**config.mk**
```make
export PLATFORM = sky130hd
export DESIGN_NAME = player_car_ctrl
export DESIGN_NICKNAME = d
export VERILOG_FILES = /design/src/rtl/racing_pkg.sv /design/src/rtl/input_sync.sv /design/src/rtl/player_car_ctrl.sv
export SDC_FILE = /design/constraint.sdc
export NUM_CORES = 1
export LEC_CHECK = 0
export BUFFER_PORTS_ARGS = -buffer_cell sky130_fd_sc_hd__buf_2
export CORE_MARGIN = 1
export CORE_UTILIZATION = 45
export DETAILED_ROUTE_END_ITERATION = 10
export PLACE_DENSITY = 0.77
export SETUP_SLACK_MARGIN = 0.3
export SYNTH_ARGS = -nofsm -noshare
export SYNTH_HDL_FRONTEND = slang
export SYNTH_SLANG_ARGS = --single-unit
```
**constraint.sdc**
```tcl
create_clock -name clk -period 3.6 [get_ports clk]
set_input_delay 0.36 -clock clk [delete_from_list [all_inputs] [get_ports clk]]
set_output_delay 0.36 -clock clk [all_outputs]
set_load 0.05 [all_outputs]
```
**src/rtl/racing_pkg.sv**
```systemverilog
// Shared constants and types for the racing game blocks.
package racing_pkg;

    localparam int SCREEN_W = 640;
    localparam int SCREEN_H = 480;
    localparam int CAR_W    = 32;
    localparam int CAR_H    = 64;

    // Road area limits for the car's top-left pixel.
    localparam logic [9:0] ROAD_X_MIN = 10'd160;
    localparam logic [9:0] ROAD_X_MAX = 10'd448;
    localparam logic [9:0] ROAD_Y_MIN = 10'd0;
    localparam logic [9:0] ROAD_Y_MAX = 10'(SCREEN_H - CAR_H);

    typedef enum logic [1:0] {
        ST_IDLE  = 2'd0,
        ST_RUN   = 2'd1,
        ST_CRASH = 2'd2
    } state_t;

    // One axis of movement. The range test happens before the add/subtract,
    // so the 10-bit result never wraps.
    function automatic logic [9:0] step_axis(input logic [9:0] pos,
                                             input logic       dec,
                                             input logic       inc,
                                             input logic [9:0] lo,
                                             input logic [9:0] hi,
                                             input logic [9:0] stp);
        logic [9:0] r;
        r = pos;
        if (dec && !inc) begin
            r = (pos < lo + stp) ? lo : pos - stp;
        end else if (inc && !dec) begin
            r = (pos > hi - stp) ? hi : pos + stp;
        end
        return r;
    endfunction

endpackage

```
**src/rtl/input_sync.sv**
```systemverilog
// Two-flop synchronizer for asynchronous level inputs.
module input_sync #(
    parameter int W = 1
) (
    input  logic         clk,
    input  logic         reset,
    input  logic [W-1:0] d_i,
    output logic [W-1:0] q_o
);

    logic [W-1:0] meta_q;
    logic [W-1:0] sync_q;

    // Two register stages to resolve metastability.
    always_ff @(posedge clk) begin
        if (reset) begin
            meta_q <= '0;
            sync_q <= '0;
        end else begin
            meta_q <= d_i;
            sync_q <= meta_q;
        end
    end

    assign q_o = sync_q;

endmodule

```
**src/rtl/player_car_ctrl.sv**
```systemverilog
// Player car position controller: per-frame movement, road clamping,
// and an idle/run/crash state machine with a timed respawn.
module player_car_ctrl
    import racing_pkg::*;
#(
    parameter logic [9:0] START_X      = 10'd305,
    parameter logic [9:0] START_Y      = 10'd405,
    parameter logic [9:0] X_MIN        = ROAD_X_MIN,
    parameter logic [9:0] X_MAX        = ROAD_X_MAX,
    parameter logic [9:0] Y_MIN        = ROAD_Y_MIN,
    parameter logic [9:0] Y_MAX        = ROAD_Y_MAX,
    parameter logic [9:0] STEP         = 10'd2,
    parameter int         CRASH_FRAMES = 60,
    parameter logic [9:0] VBLANK_ROW   = 10'd480
) (
    input  logic       clk,
    input  logic       reset,
    input  logic [9:0] pix_row,
    input  logic [9:0] pix_col,
    input  logic       btn_left,
    input  logic       btn_right,
    input  logic       btn_up,
    input  logic       btn_down,
    input  logic       game_en,
    input  logic       collision,
    output logic [9:0] car_yellowX,
    output logic [9:0] car_yellowY,
    output logic       crash_active,
    output logic       frame_tick
);

    localparam int         CNT_W    = $clog2(CRASH_FRAMES);
    localparam logic [CNT_W-1:0] CNT_LAST = CNT_W'(CRASH_FRAMES - 1);

    logic [3:0]       btn_s;
    logic             left_s, right_s, up_s, down_s;
    logic             cond, cond_q, frame_tick_q;
    state_t           state_q, state_d;
    logic [9:0]       x_q, x_d, y_q, y_d;
    logic [CNT_W-1:0] cnt_q, cnt_d;
    logic             latch_q, latch_d;
    logic             crash_q, crash_d;

    input_sync #(.W(4)) u_btn_sync (
        .clk   (clk),
        .reset (reset),
        .d_i   ({btn_left, btn_right, btn_up, btn_down}),
        .q_o   (btn_s)
    );

    assign {left_s, right_s, up_s, down_s} = btn_s;

    // A pixel-enabled timing generator may hold this for several clocks.
    assign cond = (pix_row == VBLANK_ROW) && (pix_col == 10'd0);

    // Rising-edge detect of the vblank marker gives one tick per frame.
    always_ff @(posedge clk) begin
        if (reset) begin
            cond_q       <= 1'b0;
            frame_tick_q <= 1'b0;
        end else begin
            cond_q       <= cond;
            frame_tick_q <= cond && !cond_q;
        end
    end

    // State, position, crash timer and collision latch registers.
    always_ff @(posedge clk) begin
        if (reset) begin
            state_q <= ST_IDLE;
            x_q     <= START_X;
            y_q     <= START_Y;
            cnt_q   <= '0;
            latch_q <= 1'b0;
            crash_q <= 1'b0;
        end else begin
            state_q <= state_d;
            x_q     <= x_d;
            y_q     <= y_d;
            cnt_q   <= cnt_d;
            latch_q <= latch_d;
            crash_q <= crash_d;
        end
    end

    // Next-state logic; game_en low beats every other event.
    always_comb begin
        state_d = state_q;
        x_d     = x_q;
        y_d     = y_q;
        cnt_d   = cnt_q;
        latch_d = latch_q;
        crash_d = crash_q;
        if (!game_en) begin
            state_d = ST_IDLE;
            x_d     = START_X;
            y_d     = START_Y;
            cnt_d   = '0;
            latch_d = 1'b0;
            crash_d = 1'b0;
        end else begin
            case (state_q)
                ST_IDLE: begin
                    x_d = START_X;
                    y_d = START_Y;
                    if (frame_tick_q) state_d = ST_RUN;
                end
                ST_RUN: begin
                    if (frame_tick_q) begin
                        // A collision arriving on the tick cycle itself still counts.
                        latch_d = 1'b0;
                        if (latch_q || collision) begin
                            state_d = ST_CRASH;
                            cnt_d   = '0;
                            crash_d = 1'b1;
                        end else begin
                            x_d = step_axis(x_q, left_s, right_s, X_MIN, X_MAX, STEP);
                            y_d = step_axis(y_q, up_s, down_s, Y_MIN, Y_MAX, STEP);
                        end
                    end else if (collision) begin
                        latch_d = 1'b1;
                    end
                end
                ST_CRASH: begin
                    if (frame_tick_q) begin
                        if (cnt_q == CNT_LAST) begin
                            state_d = ST_RUN;
                            x_d     = START_X;
                            cnt_d   = '0;
                            latch_d = 1'b0;
                            crash_d = 1'b0;
                        end else begin
                            cnt_d = cnt_q + 1'b1;
                        end
                    end
                end
                default: state_d = ST_IDLE;
            endcase
        end
    end

    assign car_yellowX  = x_q;
    assign car_yellowY  = y_q;
    assign crash_active = crash_q;
    assign frame_tick   = frame_tick_q;

endmodule

```
* Word-level counts from Yosys, hierarchy flattened *
Index checks and enable logic that the tools add are counted.

cells by class
  order comparisons = 4
  equal/unequal tests = 13
  multiplexer cells = 35
  reductions and logical operators = 24
  $add $sub $neg = 5
  bitwise logic cells = 1

operators by type and width
  operator                                                                        count
  10-bit 2-to-1 mux                                                               14
  10-bit one-hot mux with 3 select lines                                          1
  6-bit 2-to-1 mux                                                                4
  10-bit by 2-bit adder with 10-bit output (second input constant)                2
  10-bit by 9-bit > comparator with 1-bit output (second input constant)          2
  10-bit one-hot mux with 2 select lines                                          1
  10-bit by 2-bit subtractor with 10-bit output (second input constant)           2
  2-bit != test (second input constant)                                           6
  6-bit one-hot mux with 2 select lines                                           1
  4-bit AND reduction                                                             3
  10-bit by 9-bit == test with 1-bit output (second input constant)               1
  10-bit logical NOT                                                              1
  10-bit by 2-bit less-than comparator with 1-bit output (second input constant)  1
  10-bit by 8-bit less-than comparator with 1-bit output (second input constant)  1
  2-bit 2-to-1 mux                                                                5
  5-bit AND reduction                                                             2
  3-bit != test (second input constant)                                           3
  6-bit by 1-bit adder with 6-bit output (second input constant)                  1
  6-bit == test (second input constant)                                           1
  1-bit logical AND                                                               6
  1-bit 2-to-1 mux                                                                6
  2-bit one-hot mux with 3 select lines                                           1
  6-bit AND reduction                                                             1
  1-bit logical NOT                                                               5
  9 further kinds                                                                 11

storage, ports and cells
  input bits = 28
  logic and storage cells = 92
  bits in registers = 40

* Longest topological paths before layout *
  depth in word-level cells = 7
  depth in mapped cells = 8
  gate-level depth less buffers = 7

* Hierarchy *
Synthesis repeated with hierarchy kept, for this count alone.

second synthesis, totals
  cells, all modules = 317
  area, all modules = 2,503.7 um2

modules (own cells, without submodules)
  module           area an instance (um2)  times used  seq. area each (um2)  cells each
  player_car_ctrl  2,293.4                 1           640.6                 301
  input_sync       210.2                   1           160.2                 16

* Least setup slack after synthesis *
OpenSTA, ideal clock, no wires.

  path type = reg-to-reg
  start point = register x_q[3], in the netlist car_yellowX[3]
  end point = register x_q[3], in the netlist car_yellowX[3]
  clock period less this slack = 2,154 ps
  path slack = 1,446 ps
  stages on the path, launching flop included = 7
  data required time = 3,461 ps
  data arrival time = 2,015 ps
  library setup time = 139 ps
  path through = dfxtp_1 > buf_2 > nand3_1 > o41ai_2 > o22ai_1 > a22oi_1 > o21ai_0

between the ends
  longest elaborated chain between the ends = 7

ends and longest elaborated chain
  element                                                                                                     line                    text
  start: declaration                                                                                          player_car_ctrl.sv:39   logic [9:0] x_q, x_d, y_q, y_d;
  start signal: assignment                                                                                    player_car_ctrl.sv:71   x_q <= START_X;
  start signal: assignment                                                                                    player_car_ctrl.sv:78   x_q <= x_d;
  10-bit by 2-bit adder with 10-bit output or 10-bit by 9-bit > comparator with 1-bit output (tied branches)  racing_pkg.sv:34        r = (pos > hi - stp) ? hi : pos + stp;
  10-bit 2-to-1 mux                                                                                           racing_pkg.sv:34
  10-bit 2-to-1 mux                                                                                           racing_pkg.sv:33        end else if (inc && !dec) begin
  10-bit 2-to-1 mux *                                                                                         racing_pkg.sv:31        if (dec && !inc) begin
  10-bit 2-to-1 mux *                                                                                         player_car_ctrl.sv:112  if (latch_q || collision) begin
  10-bit 2-to-1 mux *                                                                                         player_car_ctrl.sv:109  if (frame_tick_q) begin
  10-bit one-hot mux with 3 select lines *                                                                    player_car_ctrl.sv:102  case (state_q)

Every way passes the cells marked *; elsewhere a longest branch is shown, timed or not. The select of a mux whose other input is x is not followed.
A chain may end at the register's enable or synchronous reset.

* Worst setup path in the final report *
  start point = register y_q[1], in the netlist car_yellowY[1]
  end point = register y_q[7], in the netlist car_yellowY[7]

between the ends
  longest elaborated chain between the ends = 7

ends and longest elaborated chain
  element                                                                                                     line                    text
  start: declaration                                                                                          player_car_ctrl.sv:39
  start signal: assignment                                                                                    player_car_ctrl.sv:79   y_q <= y_d;
  10-bit by 2-bit adder with 10-bit output or 10-bit by 9-bit > comparator with 1-bit output (tied branches)  racing_pkg.sv:34
  10-bit 2-to-1 mux                                                                                           racing_pkg.sv:34
  10-bit 2-to-1 mux                                                                                           racing_pkg.sv:33
  10-bit 2-to-1 mux *                                                                                         racing_pkg.sv:31
  10-bit 2-to-1 mux *                                                                                         player_car_ctrl.sv:112
  10-bit 2-to-1 mux *                                                                                         player_car_ctrl.sv:109
  10-bit one-hot mux with 2 select lines *                                                                    player_car_ctrl.sv:102

Marks and branches as above.

==> impl_metrics.toml <==
[finish]
final_util = 0.5511
nFillCells = 488
drive_gt1_frac = 0.1961
register_area_um2 = 800.8
antenna_cells = 0
final_common_cell = "buf_2"
multi_input_area_um2 = 1577
syn_to_final_growth_pct = 14.78
final_cell_mix = "buf_2 (49), dfxtp_1 (40), nor2_1 (26), nand2_1 (23)"
nets = 391

[yosys]
synth_area_per_cell_um2 = 7.884
synth_warnings = 0
synth_edf_count = 0
ys_seq_area_frac = 0.3184
synth_area_um2 = 2515
synthesis.instances = 319
syn_nets = 354
async_reset_ff_frac = 0
synthDistinctLibCells = 58
synth.ff_latch_count = 40
ys.flop_type = "dfxtp_1"

[die]
die-height_um = 76.76
coreArea_um2 = 5238
dieArea_um2 = 5891
io_pins = 50
die_x_um = 76.76
rows = 26
start_util = 0.4802

[sta]
fmax_mhz = 492.7
setup_viol = 0
grt_setup_unrepaired = "no"
maxSlewViolCount = 0
relSlewSlack = 0.5722
hold_slack_ns = 0.2772
clock_skew_ns = 0.004732
tightest_slew_ns = 0.6417
hold_viol = 0
finalCritPeriodShare = 0.5638
fin_setup_tns_ns = 0
fin_crit_ns = 2.030

[drt]
vias = 2560
via_per_inst = 5.995
ant_nets = 0
drc = 0
drt-total-wl_mm = 6.068
drt_iter0_drc = 293
drtPass1Iterations = 5
routedWlPerCell_um = 14.21

[setup_path]
r2r_start = "car_yellowY[1]$_SDFFE_PP0P_"
cp-start-kind = "flop"
critPathKind = "reg2reg"
r2r_cells = 7
critical_path_required_ns = 3.78
timing.rr.end = "car_yellowY[7]$_SDFFE_PP1P_"
cp-end-kind = "flop"
cp.arrival_ns = 2.21
cp_max_fo = 10
r2r_slack_ns = 1.57

[clock_network]
clk_latency_ns = 0.29
cts-root-buf = "clkbuf_8"
clock_path_buffers = 2
cts_buffers = 5
cts_resized = 0
cts_sinks = 40
cts.htree.levels = 2
hold_buffers = 0
tritoncts = "built"
postCtsSetupRepairBufs = 0
clk_pin_slew_ns = 0.08

[global_route]
antenna_found_initial = 0
overflow = 0
grt_pass1_vias = 2250
grt_max_degree = 17
grt_pass1_wl_mm = 10.30
grt_usage = 0.2126

[power]
static-leakage-power_nw = 1.070
peakVddDrop_v = 0.0002129
total_power_mw = 0.8731
power_density_nw_per_um2 = 302.5

[hold_path]
hp-class = "in2reg"
hp-start = "btn_left"
hold_end = "u_btn_sync.meta_q[3]$_SDFF_PP0_"
min_path_cells = 2

[placed_design]
finalWeightedCongestion = 0.8820
io_buffer_count = 49
hpwl_mm = 4.331

[job]
drv_cap = 0

[run_status]
outcome = "finished clean"
[metal layers]
layer | track usage | share of wire
met2 | 0.3375 | 0.46
met1 | 0.2869 | 0.46
met4 | 0.06923 | 0.013
met3 | 0.04167 | 0.075
met5 | 0 | 0
[layout make-up]
class | instances | share of cell area
Clock inverter | 3 | 0.01647
Tap cell | 70 | 0.03034
Timing Repair Buffer | 50 | 0.08756
Sequential cell | 40 | 0.2774
Multi-Input combinational cell | 245 | 0.5462
Inverter | 14 | 0.01821
Clock buffer | 5 | 0.02384
[Yosys cell counts (all sizes together), types with 3 or more instances]
master,n,share of area
dfxtp,40,0.32
nor2,26,0.039
nand2,23,0.034
o21ai,19,0.038
a21oi,18,0.037
nor3,17,0.034
clkbuf,16,0.024
inv,14,0.021
nor2b,12,0.030
nand3,10,0.020
a31oi,7,0.017
and3,7,0.018
ha,7,0.035
nand2b,7,0.017
o31ai,7,0.021
a211oi,6,0.018
nor4,6,0.015
a22oi,5,0.015
a311oi,5,0.017
nand4,5,0.012
buf,4,0.0099
nor3b,4,0.012
or3,4,0.012
or4,4,0.013
a311o,3,0.012
and2,3,0.0075
nor4b,3,0.010
o22ai,3,0.0075
o41ai,3,0.024
xor2,3,0.010
[where the power goes]
group          total [mW]  internal (mW)  switching, mW
Combinational      0.0486         0.0226         0.0260
Clock               0.378          0.209          0.169
Sequential          0.447          0.446       0.000895
[cells by family after synthesis]
| group | Yosys count | synth area share |
|---|---|---|
| simple gates | 140 | 0.3065 |
| flops | 40 | 0.3184 |
| xor+xnor | 3 | 0.01045 |
| buf+inv | 34 | 0.05473 |
| fa+ha+maj | 7 | 0.03482 |
| compound gates | 93 | 0.2672 |
| mux | 2 | 0.007961 |
[registers in the layout, indices dropped and copies added (netlist names)]
| register | count |
|---|---|
| latch_q | 1 |
| car_yellowY | 10 |
| frame_tick | 1 |
| u_btn_sync.meta_q | 4 |
| car_yellowX | 10 |
| state_q | 2 |
| cond_q | 1 |
| crash_active | 1 |
| cnt_q | 6 |
| u_btn_sync.q_o | 4 |
[worst max path at each step]
stage | startpoint | endpoint | slack, ns
finish | car_yellowY[1]$_SDFFE_PP0P_ | car_yellowY[7]$_SDFFE_PP1P_ | 1.57
global route | car_yellowY[1]$_SDFFE_PP0P_ | car_yellowY[7]$_SDFFE_PP1P_ | 1.33
floorplan | car_yellowX[3]$_SDFFE_PP0P_ | car_yellowX[3]$_SDFFE_PP0P_ | 1.45
global placement | car_yellowY[1]$_SDFFE_PP0P_ | car_yellowY[7]$_SDFFE_PP1P_ | 1.59
CTS | car_yellowY[1]$_SDFFE_PP0P_ | car_yellowY[7]$_SDFFE_PP1P_ | 1.57
detailed placement | car_yellowY[1]$_SDFFE_PP0P_ | car_yellowY[7]$_SDFFE_PP1P_ | 1.59
[stage by stage]
step / std cells / worst slack, ns / instance area [um^2]
after floorplan: 319 / 1.446 / 2515
after global placement: 419 / 1.594 / 2770
after detailed placement: 419 / 1.586 / 2770
after CTS: 427 / 1.574 / 2887
after global routing: 427 / 1.329 / 2887
final: 427 / 1.570 / 2887
[critical path, cell delays in order, from the launching register on]
cell and delay (ns):
dfxtp_1 0.41, inv_1 0.09, ha_1 0.20, or3b_2 0.47, nor3_1 0.34, a21oi_1 0.13
nor3_1 0.20, nor3_1 0.07
Note: power is estimated with default switching activity, not from simulation.
